`src/rtl/adder_sum_accumulator.sv`:
```
// adder_sum_accumulator
//   Registered back end for the 4-bit ripple adder. Each {carry,sum} result
//   (0..31) is taken over a valid/ready handshake. BEATS results are summed
//   into an ACC_W-bit frame total, which is then offered downstream over a
//   second valid/ready handshake.
//
//   Optional build macro: ADDER_ACC_SATURATE_EN
//     defined   : once a frame overflows, acc_out pins at all ones for the
//                 rest of that frame
//     undefined : acc_out wraps modulo 2**ACC_W
//   The overflow flag is sticky within a frame in both builds.
//
//   state | meaning
//   ------+----------------------------------------------------------------
//   IDLE  | waiting for the first beat of a frame; previous total still shown
//   ACCUM | frame in progress, 1..BEATS-1 beats accepted
//   DONE  | frame complete, held on acc_out/overflow until the consumer takes it
module adder_sum_accumulator #(
  parameter int ACC_W = 8,
  parameter int BEATS = 4,
  parameter int CNT_W = 8
) (
  input  logic             clk,
  input  logic             reset,
  input  logic             in_valid,
  output logic             in_ready,
  input  logic [3:0]       sum,
  input  logic             carry,
  output logic             out_valid,
  input  logic             out_ready,
  output logic [ACC_W-1:0] acc_out,
  output logic             overflow,
  output logic [CNT_W-1:0] beat_cnt
);

  typedef enum logic [1:0] {
    S_IDLE  = 2'd0,
    S_ACCUM = 2'd1,
    S_DONE  = 2'd2
  } state_t;

  // A one-beat frame is complete on its very first accept.
  localparam bit SINGLE_BEAT = (BEATS == 1);

  state_t           state_q, state_d;
  logic [ACC_W-1:0] acc_q, acc_d;
  logic             ovf_q, ovf_d;
  logic [CNT_W-1:0] cnt_q, cnt_d;

  logic [ACC_W:0]   beat_ext;
  logic [ACC_W:0]   acc_sum;
  logic [CNT_W-1:0] cnt_inc;
  logic             beat_acc;
  logic             out_take;
  logic             frame_last;
  logic             ovf_now;

  // Beat value zero-extended by one bit so the add exposes its carry-out.
  always_comb begin
    beat_ext = {{(ACC_W-4){1'b0}}, carry, sum};
    acc_sum  = {1'b0, acc_q} + beat_ext;
    cnt_inc  = cnt_q + CNT_W'(1);
    frame_last = (cnt_inc == CNT_W'(BEATS));
    ovf_now  = acc_sum[ACC_W];
  end

  // Handshake strobes; both ready and valid depend only on registered state.
  always_comb begin
    in_ready  = (state_q != S_DONE);
    out_valid = (state_q == S_DONE);
    beat_acc  = in_valid & in_ready;
    out_take  = out_valid & out_ready;
  end

  // Next-state and datapath update for the frame sequencer.
  always_comb begin
    state_d = state_q;
    acc_d   = acc_q;
    ovf_d   = ovf_q;
    cnt_d   = cnt_q;

    case (state_q)
      S_IDLE: begin
        if (beat_acc) begin
          // First beat starts a fresh frame: no residue from the previous one.
          acc_d   = beat_ext[ACC_W-1:0];
          ovf_d   = 1'b0;
          cnt_d   = CNT_W'(1);
          state_d = SINGLE_BEAT ? S_DONE : S_ACCUM;
        end
      end

      S_ACCUM: begin
        if (beat_acc) begin
          ovf_d = ovf_q | ovf_now;
`ifdef ADDER_ACC_SATURATE_EN
          // Once saturated, stay pinned even if later beats are zero.
          if (ovf_q || ovf_now) begin
            acc_d = '1;
          end else begin
            acc_d = acc_sum[ACC_W-1:0];
          end
`else
          acc_d = acc_sum[ACC_W-1:0];
`endif
          cnt_d = cnt_inc;
          if (frame_last) begin
            state_d = S_DONE;
          end
        end
      end

      S_DONE: begin
        // Total and flag are left visible after the take; only the count clears.
        if (out_take) begin
          cnt_d   = '0;
          state_d = S_IDLE;
        end
      end

      default: begin
        state_d = S_IDLE;
        cnt_d   = '0;
      end
    endcase
  end

  // State and datapath registers; reset discards any partial frame.
  always_ff @(posedge clk or posedge reset) begin
    if (reset) begin
      state_q <= S_IDLE;
      acc_q   <= '0;
      ovf_q   <= 1'b0;
      cnt_q   <= '0;
    end else begin
      state_q <= state_d;
      acc_q   <= acc_d;
      ovf_q   <= ovf_d;
      cnt_q   <= cnt_d;
    end
  end

  // Registered values drive the outputs directly.
  always_comb begin
    acc_out  = acc_q;
    overflow = ovf_q;
    beat_cnt = cnt_q;
  end

endmodule

```
`config.mk`:
```
export PLATFORM = sky130hd
export DESIGN_NAME = adder_sum_accumulator
export DESIGN_NICKNAME = d
export VERILOG_FILES = /design/src/rtl/adder_sum_accumulator.sv
export SDC_FILE = /design/constraint.sdc
export NUM_CORES = 1
export LEC_CHECK = 0
export CAP_MARGIN = 15
export CORE_MARGIN = 8
export CORE_UTILIZATION = 51
export CTS_BUF_LIST = sky130_fd_sc_hd__clkbuf_2
export CTS_CLUSTER_SIZE = 16
export DETAILED_ROUTE_END_ITERATION = 10
export GPL_TIMING_DRIVEN = 0
export PLACE_DENSITY = 0.82
export SLEW_MARGIN = 20
export SYNTH_ARGS = -nofsm -noshare
export SYNTH_HDL_FRONTEND = slang
export SYNTH_SLANG_ARGS = --single-unit
export TNS_END_PERCENT = 100
```
`constraint.sdc`:
```
create_clock -name clk -period 5.5 [get_ports clk]
set_input_delay 1.375 -clock clk [delete_from_list [all_inputs] [get_ports clk]]
set_output_delay 1.375 -clock clk [all_outputs]
set_load 0.01 [all_outputs]
```
==> flow_metrics.py <==
metrics = {
    "synthesis": {
        "synth_nets": 144,
        "ys_seq_elements": 19,
        "ys_top_cells_by_area": "dfrtp_1 40%, o21ai_0 6.8%, ha_1 6.4%",
        "synth_warnings": 0,
        "avgSynthCellArea_um2": 9.22,
        "syn-cell-area_mm2": 0.00118,
        "async_reset_ff_share_pct": 100,
        "synth_top_area_cell": "dfrtp_1",
        "synth_top_area_share_pct": 40.3,
        "synth_common_cells": "19 x dfrtp_1, 16 x o21ai_0, 8 x inv_1, 8 x nand2_1, 8 x nor2_1",
        "synth_edf_count": 0,
        "yosys_most_used_dff": "dfrtp_1",
        "synthCells": 128,
        "yosysSeqAreaShare_pct": 40.3,
        "post-synth-top-count-cell": "dfrtp_1",
        "ys_types": 40,
    },
    "die": {
        "die_width_um": 64.1,
        "die_height_um": 64.1,
        "io_pins": 28,
        "start_util_pct": 53.9,
        "fp.coreArea_mm2": 0.00219,
        "die_area_mm2": 0.00411,
        "rows": 17,
    },
    "power": {
        "cellPowerDensity_mw_per_mm2": 457,
        "power_leakage_nw": 0.662,
        "finalPower_mw": 0.687,
        "vdd_drop_max_v": 0.000361,
    },
    "layout": {
        "fill_cells": 185,
        "diodes": 0,
        "nets": 176,
        "area_delta_synth_final_pct": 27.6,
        "drive_gt1_share_pct": 6.29,
        "finish.utilization_pct": 68.7,
    },
    "clocking": {
        "cts_sinks": 19,
        "cts_buffers": 3,
        "post_cts.repair.setup_buffers": 0,
        "cts_tree": "done",
        "cts-root-buf": "clkbuf_2",
        "ctsResizeCount": 0,
        "h-tree-depth": 1,
        "cts_hold_buf": 0,
        "clk_latency_ps": 330,
        "clk_pin_slew_ps": 190,
        "clk_path_buf_depth": 2,
    },
    "sta": {
        "finalCritPeriodShare_pct": 55.4,
        "maxSlewViolCount": 0,
        "max_freq_mhz": 328,
        "fin_crit_ps": 3050,
        "setup_ws_ps": 2450,
        "clock_skew_ps": 9.01,
        "timing.final.hold_violations": 0,
        "worst_pin_slew_ps": 741,
        "setup-tns-final_ps": 0,
        "slew_headroom_pct": 50.6,
        "setup-violations-final": 0,
        "rsz0062_at_grt": "no",
    },
    "hold_path": {
        "worstHoldPathCells": 2,
        "hold_path.class": "reg2reg",
    },
    "worst_setup_path": {
        "cp.arrival_ps": 3290,
        "cp-startpoint": "sum[1]",
        "cp_common_cell": "a211o_1",
        "path_cells": "clkdlybuf4s50_1 -> ha_1 -> a211o_1 -> a211o_1 -> nor4b_4 -> a311o_1",
        "crit_type": "in2reg",
        "crit_cells": 6,
        "crit_slowest_cell": "clkdlybuf4s50_1",
        "cp_data_required_time_ps": 5750,
        "crit_path_end_kind": "flip-flop",
        "startpoint_type": "primary input",
        "cp_max_fo": 4,
        "r2r-start": "acc_out[1]",
        "reg2regPathDepth": 5,
        "cp_num_buf_inv": 1,
        "rrSetupSlack_ps": 3540,
        "endpoint": "acc_out[5]",
        "reg2reg_to": "acc_out[5]",
        "critical-path-max-stage-delay_ps": 460,
        "crit_family": "compound AO/OA/AOI/OAI gates",
    },
    "global_routing": {
        "grt-ovfl-total": 0,
        "grt_pass1_vias": 1114,
        "antenna_found_initial": 0,
        "grt_pass1_wl_mm": 4.98,
        "grt_max_degree": 20,
        "grtUsageTotal_pct": 14.8,
    },
    "placed_design": {
        "dp_hpwl_mm": 2.27,
        "gp_congestion": 0.826,
        "numPortBuffers": 27,
        "pre_cts_slack_ps": 2100,
    },
    "run_status": {
        "status": "complete, no violations",
    },
    "run": {
        "drv_cap": 0,
    },
    "detailed_routing": {
        "num_vias": 1119,
        "avgRoutedWirePerCell_um": 16.4,
        "route.detailed.drc": 0,
        "ant_nets": 0,
        "routed_wl_mm": 3.06,
        "via_per_inst": 5.98,
        "drtIter0Drc": 52,
        "dr.pass1.iters": 4,
    },
}
## how the worst min path moves through the flow
stage,startpoint,end
2_1_floorplan,state_q[1],state_q[0]
3_5_place_dp,acc_out[0],acc_out[0]
6_report,overflow,overflow
3_3_place_gp,acc_out[2],acc_out[2]
4_1_cts,overflow,overflow
5_1_grt,acc_out[0],acc_out[0]
## per-stage QoR
stage / cell area, µm² / hold WS, ps / cells
2_1_floorplan: 1180 / 511 / 128
4_1_cts: 1510 / 528 / 187
3_5_place_dp: 1490 / 497 / 183
5_1_grt: 1510 / 564 / 187
3_3_place_gp: 1490 / 495 / 183
6_report: 1510 / 522 / 187
## registers in the layout, indices dropped and copies added, names as in the netlist
register	flops
acc_out	8
overflow	1
beat_cnt	8
state_q	2
## placed cells by master, fill, tap and decap left out, types with 5 or more instances in the layout
cell             Yosys  final
o21ai_0             16     16
inv_1                8      8
ha_1                 6      6
clkdlybuf4s50_1      0     27
dfrtp_1             19     19
nor2_1               8      8
nand2_1              8      8
a21oi_1              5      5
## cells by family after synthesis
kind of cell,count (synthesis),synth area share (%)
compound gates,48,27.6
xor+xnor,1,0.742
fa+ha+maj,7,8.06
buf+inv,13,4.24
flops,19,40.3
mux,1,0.848
simple gates,39,18.2
## power by group
group	internal [mW]	switching (mW)
registers	0.185	0.0539
clock network	0.0192	0.0472
logic	0.195	0.187
## layout make-up
class | count | area [µm²] | share of cell area, %
sequential | 19 | 475 | 31.6
multi-input combinational | 96 | 654 | 43.5
clock buffer | 4 | 20.0 | 1.33
buffer | 5 | 20.0 | 1.33
tap | 28 | 35.0 | 2.33
timing repair buffer | 27 | 270 | 18.0
inverter | 8 | 30.0 | 2.00
## worst reg2reg max path, delay by kind of cell, from the launching register on
| kind | cells | cell delay, ps |
|---|---|---|
| AOI/OAI and AO/OA | 3 | 970 |
| DFF | 1 | 440 |
| adders and majority gates | 1 | 300 |
| and+or+nand+nor | 1 | 150 |
## metal layers
layer | GRT usage (%) | up-vias | wire [µm]
met3 | 4.36 | 7 | 152
met2 | 24.2 | 23 | 1490
li1 | - | 540 | -
met1 | 16.7 | 549 | 1340
met5 | 0 | - | 0
met4 | 8.99 | 0 | 79
No activity file was read; power rests on OpenSTA's default activity.
